[src/rtl/pipe_stage_reg.sv]
// ============================================================================
// pipe_stage_reg : 2-entry skid-buffered pipeline register (ctrl + data words)
// Revision 1.0
// ============================================================================
`default_nettype none

module pipe_stage_reg #(
   parameter int DATA_WIDTH = 32,
   parameter int NUM_WORDS  = 5,
   parameter int CTRL_WIDTH = 16,
   parameter int CNT_WIDTH  = 16
) (
   input  logic                            clk,
   input  logic                            rst,
   input  logic                            in_valid,
   output logic                            in_ready,
   input  logic [CTRL_WIDTH-1:0]           in_ctrl,
   input  logic [NUM_WORDS*DATA_WIDTH-1:0] in_data,
   input  logic                            flush,
   output logic                            out_valid,
   input  logic                            out_ready,
   output logic [CTRL_WIDTH-1:0]           out_ctrl,
   output logic [NUM_WORDS*DATA_WIDTH-1:0] out_data,
   output logic [1:0]                      occupancy,
   output logic [CNT_WIDTH-1:0]            stall_cycles
);

   localparam int c_DW = NUM_WORDS * DATA_WIDTH;

   typedef enum logic [1:0] {
      S_EMPTY = 2'd0,
      S_ONE   = 2'd1,
      S_TWO   = 2'd2
   } state_t;

   state_t                 r_state;
   state_t                 w_next_state;
   logic                   r_out_valid;
   logic                   r_in_ready;
   logic [1:0]             r_occ;
   logic [1:0]             w_next_occ;
   logic [CTRL_WIDTH-1:0]  r_main_ctrl;
   logic [c_DW-1:0]        r_main_data;
   logic [CTRL_WIDTH-1:0]  r_skid_ctrl;
   logic [c_DW-1:0]        r_skid_data;
   logic [CNT_WIDTH-1:0]   r_stall;
   logic                   w_in_fire;
   logic                   w_out_fire;
   logic                   w_load_main;
   logic                   w_main_from_skid;
   logic                   w_load_skid;

   assign w_in_fire  = in_valid & r_in_ready;
   assign w_out_fire = r_out_valid & out_ready;

   always_ff @(posedge clk or negedge rst) begin
      if (!rst) begin
         r_state     <= S_EMPTY;
         r_out_valid <= 1'b0;
         r_in_ready  <= 1'b1;
         r_occ       <= 2'd0;
      end else begin
         r_state     <= w_next_state;
         r_out_valid <= (w_next_state != S_EMPTY);
         r_in_ready  <= (w_next_state != S_TWO);
         r_occ       <= w_next_occ;
      end
   end

   // Flush wins over every other event and suppresses all loads.
   always_comb begin
      w_next_state     = r_state;
      w_load_main      = 1'b0;
      w_main_from_skid = 1'b0;
      w_load_skid      = 1'b0;
      if (flush) begin
         w_next_state = S_EMPTY;
      end else begin
         case (r_state)
            S_EMPTY: begin
               if (w_in_fire) begin
                  w_load_main  = 1'b1;
                  w_next_state = S_ONE;
               end
            end
            S_ONE: begin
               if (w_in_fire && w_out_fire) begin
                  w_load_main = 1'b1;
               end else if (w_in_fire) begin
                  w_load_skid  = 1'b1;
                  w_next_state = S_TWO;
               end else if (w_out_fire) begin
                  w_next_state = S_EMPTY;
               end
            end
            S_TWO: begin
               if (w_out_fire) begin
                  w_load_main      = 1'b1;
                  w_main_from_skid = 1'b1;
                  w_next_state     = S_ONE;
               end
            end
            default: w_next_state = S_EMPTY;
         endcase
      end
   end

   always_comb begin
      w_next_occ = 2'd0;
      case (w_next_state)
         S_ONE:   w_next_occ = 2'd1;
         S_TWO:   w_next_occ = 2'd2;
         default: w_next_occ = 2'd0;
      endcase
   end

   always_ff @(posedge clk or negedge rst) begin
      if (!rst) begin
         r_main_ctrl <= '0;
         r_main_data <= '0;
         r_skid_ctrl <= '0;
         r_skid_data <= '0;
      end else begin
         if (w_load_main) begin
            r_main_ctrl <= w_main_from_skid ? r_skid_ctrl : in_ctrl;
            r_main_data <= w_main_from_skid ? r_skid_data : in_data;
         end
         if (w_load_skid) begin
            r_skid_ctrl <= in_ctrl;
            r_skid_data <= in_data;
         end
      end
   end

   // Saturating stall counter; deliberately independent of flush.
   always_ff @(posedge clk or negedge rst) begin
      if (!rst) begin
         r_stall <= '0;
      end else if (r_out_valid && !out_ready && (r_stall != {CNT_WIDTH{1'b1}})) begin
         r_stall <= r_stall + CNT_WIDTH'(1);
      end
   end

   assign in_ready     = r_in_ready;
   assign out_valid    = r_out_valid;
   assign out_ctrl     = r_out_valid ? r_main_ctrl : '0;
   assign out_data     = r_main_data;
   assign occupancy    = r_occ;
   assign stall_cycles = r_stall;

endmodule

`default_nettype wire

[config.mk]
export PLATFORM = sky130hd
export DESIGN_NAME = pipe_stage_reg
export DESIGN_NICKNAME = d
export VERILOG_FILES = /design/src/rtl/pipe_stage_reg.sv
export SDC_FILE = /design/constraint.sdc
export NUM_CORES = 1
export LEC_CHECK = 0
export ABC_AREA = 1
export BUFFER_PORTS_ARGS = -buffer_cell sky130_fd_sc_hd__buf_2
export CORE_UTILIZATION = 40
export CTS_BUF_LIST = sky130_fd_sc_hd__clkbuf_2
export CTS_CLUSTER_SIZE = 14
export DETAILED_ROUTE_END_ITERATION = 8
export SLEW_MARGIN = 20
export SYNTH_ARGS = -nofsm -noshare
export SYNTH_HDL_FRONTEND = slang
export SYNTH_SLANG_ARGS = --single-unit
[constraint.sdc]
create_clock -name clk -period 3.2 [get_ports clk]
set_input_delay 0.16 -clock clk [delete_from_list [all_inputs] [get_ports clk]]
set_output_delay 0.16 -clock clk [all_outputs]
set_load 0.01 [all_outputs]
==> impl_metrics.tcl <==
set metrics [dict create \
    final_hold_viol_count 0 \
    min_period_over_period_pct 83.1 \
    yosysWarningCount 0 \
    core_area_um2 39900 \
    critPathMaxStageDelay_ns 0.57 \
    rsz0062_at_grt "false" \
    arrival_ns 3.52 \
    grt_pass1_wl_mm 75.4 \
    post-dp-hpwl_mm 26.7 \
    synth_top_cell_by_area "dfrtp_1" \
    gp_congestion 0.796 \
    cts_made_buffers 98 \
    worst_pin_slew_ns 0.931 \
    finalSetupViolCount 0 \
    grt_pass1_vias 15300 \
    start_util_pct 40.7 \
    worst-path-buf-inv 4 \
    timing.final.crit_period_ns 2.66 \
    critPathLaunchType "register" \
    cts_buffer_depth 3 \
    ir_drop_mv 0.386 \
    yosys-top-cells-area "dfrtp_1 58%, nand2_1 14%, o21ai_0 13%, inv_1 4.8%, o21ai_1 3.0%" \
    via_per_inst 4.68 \
    cp_cell_sequence "buf_4 > nand2_2 > nand2_1 > inv_1 > nand2_4 > buf_12 > o21ai_0 > dlygate4sd3_1" \
    io_pins 377 \
    clock_latency_ns 1.01 \
    fmax_mhz 376 \
    rows 73 \
    finalWirelength_mm 46.2 \
    portBuffers 376 \
    ant_nets 0 \
    yosysUniqueCellTypes 25 \
    worst_path_dominant_cell_family "buffers and inverters" \
    cts_tree "done" \
    worst_slack_ns 0.539 \
    status "finished clean" \
    pwr_density_cell_nw_per_um2 630 \
    p_total_mw 14.6 \
    layout-drive-gt1-share_pct 20.8 \
    path_class "register to register" \
    synth-seq-cells 374 \
    die_area_um2 41400 \
    die_y_um 203 \
    wl_per_cell_um 14.1 \
    fin_nets 2856 \
    area_growth_pct 42.3 \
    p_leak_nw 12.5 \
    ctsResizeCount 0 \
    cts_root_buffer "clkbuf_2" \
    hold_class "input pin to register" \
    vias 15300 \
    grt_max_degree 207 \
    synth-seq-area-share_pct 57.7 \
    drc 0 \
    dp_worst_setup_slack_ns 0.898 \
    cp.required_ns 4.06 \
    firstDrtPassIters 5 \
    grt_overflow 0 \
    clkSinkCount 374 \
    synth_nets 2088 \
    fill_cells 3503 \
    syn_area_per_cell_um2 8.51 \
    cts_max_level 3 \
    synth_top_area_share_pct 57.5 \
    cap_violations 0 \
    antenna_found_initial 4 \
    maxSlewHeadroom_pct 37.9 \
    crit_path_top_delay_cell "dlygate4sd3_1" \
    critPathCaptureType "register" \
    drtIter0Drc 1112 \
    cp_max_fo 78 \
    track_usage_pct 22.5 \
    synth_area_um2 16200 \
    synthCells 1906 \
    tns_ns 0 \
    drv_slew 0 \
    clk_pin_slew_ns 0.10 \
    fp.dieW_um 203 \
    finClkSkew_ns 0.0496 \
]
cells by family after synthesis:
family / Yosys count / synth area share (%)
compound gates: 535 / 16.6
xor+xnor: 7 / 0.378
fa+ha+maj: 1 / 0.0771
buf+inv: 332 / 9.75
flops: 374 / 57.7
simple gates: 657 / 15.5
per-stage QoR:
step / instance area, um2 / hold slack, ns / utilization, % / instances
final: 23100 / 0.201 / 57.9 / 3272
after global routing: 23100 / 0.110 / 57.8 / 3271
after CTS: 23100 / 0.0470 / 57.8 / 3267
after detailed placement: 18300 / 0.252 / 45.8 / 2706
after global placement: 18300 / 0.255 / 45.8 / 2706
after floorplan: 16200 / -0.136 / - / 1906
tightest hold or removal path, stage by stage:
cell and delay [ns]:
dlygate4sd3_1 0.54, buf_2 0.14, nor2_1 0.12, nand4_1 0.11, nand2_1 0.05
cell usage after synthesis, drive strengths merged:
| master | n |
|---|---|
| nor3 | 2 |
| nand3 | 9 |
| xnor2 | 7 |
| and2 | 1 |
| buf | 77 |
| clkbuf | 44 |
| dfrtp | 373 |
| nand4 | 7 |
| ha | 1 |
| nor2 | 19 |
| dfstp | 1 |
| inv | 211 |
| o21ai | 535 |
| nand2 | 619 |
cell usage in the layout (no fill, tap or decap), types with 2 or more instances in the layout:
master | Yosys | final
nand2_1 | 618 | 617
dlygate4sd3_1 | 0 | 392
buf_2 | 26 | 375
clkbuf_2 | 2 | 153
clkinv_1 | 0 | 8
nand3_1 | 7 | 7
inv_2 | 4 | 5
inv_1 | 207 | 207
buf_4 | 22 | 10
nand4_1 | 7 | 7
nor2_1 | 18 | 18
dfrtp_1 | 373 | 373
diode_2 | 0 | 5
buf_12 | 0 | 10
o21ai_1 | 98 | 98
o21ai_0 | 435 | 435
clkinvlp_4 | 0 | 2
xnor2_1 | 7 | 7
clkinv_4 | 0 | 3
final timing paths:
kind | startpoint | to | slack (ns) | cells past startpoint
min in group asynchronous | rst | r_skid_data[100] | 0.39 | 4
max reg2reg | out_valid | r_skid_data[60] | 0.54 | 8
min reg2reg | r_skid_data[94] | r_skid_data[94] | 0.48 | 2
max | out_valid | r_skid_data[60] | 0.54 | 8
min | out_ready | stall_cycles[12] | 0.20 | 5
max in group asynchronous | rst | r_skid_data[94] | 2.35 | 4
final cells by class:
class	instances	area, um2	share of cell area [%]
antenna	5	12.5	0.0542
timing repair buffer	789	6120	26.5
tap	525	657	2.84
inverter	211	792	3.43
clock inverter	15	83.8	0.363
multi-input combinational	1200	5300	23.0
clock buffer	153	766	3.32
sequential	374	9360	40.5
routing by layer:
layer / GRT usage, % / part of all wire (%)
met2: 36.7 / 48
met1: 27.8 / 42
met4: 11.4 / 3.6
met5: 0 / 0
met3: 5.40 / 6.0
flip-flops by register name, summed over array words and instances (netlist names), 2 cells and up:
signal,flops
r_main_ctrl,16
r_skid_data,160
r_state,2
out_data,160
occupancy,2
stall_cycles,16
r_skid_ctrl,16
report_power, final:
group          total (mW)  switching, mW  internal, mW
clock network        3.27           2.01          1.26
logic                3.92           2.05          1.87
registers            7.36          0.945          6.42
timing repair:
item                                   CTS  global route
hold buffers                           393             0
endpoints found under the hold margin  747             0
buffers inserted                         0             0
Power figures use the tool's default switching activity.
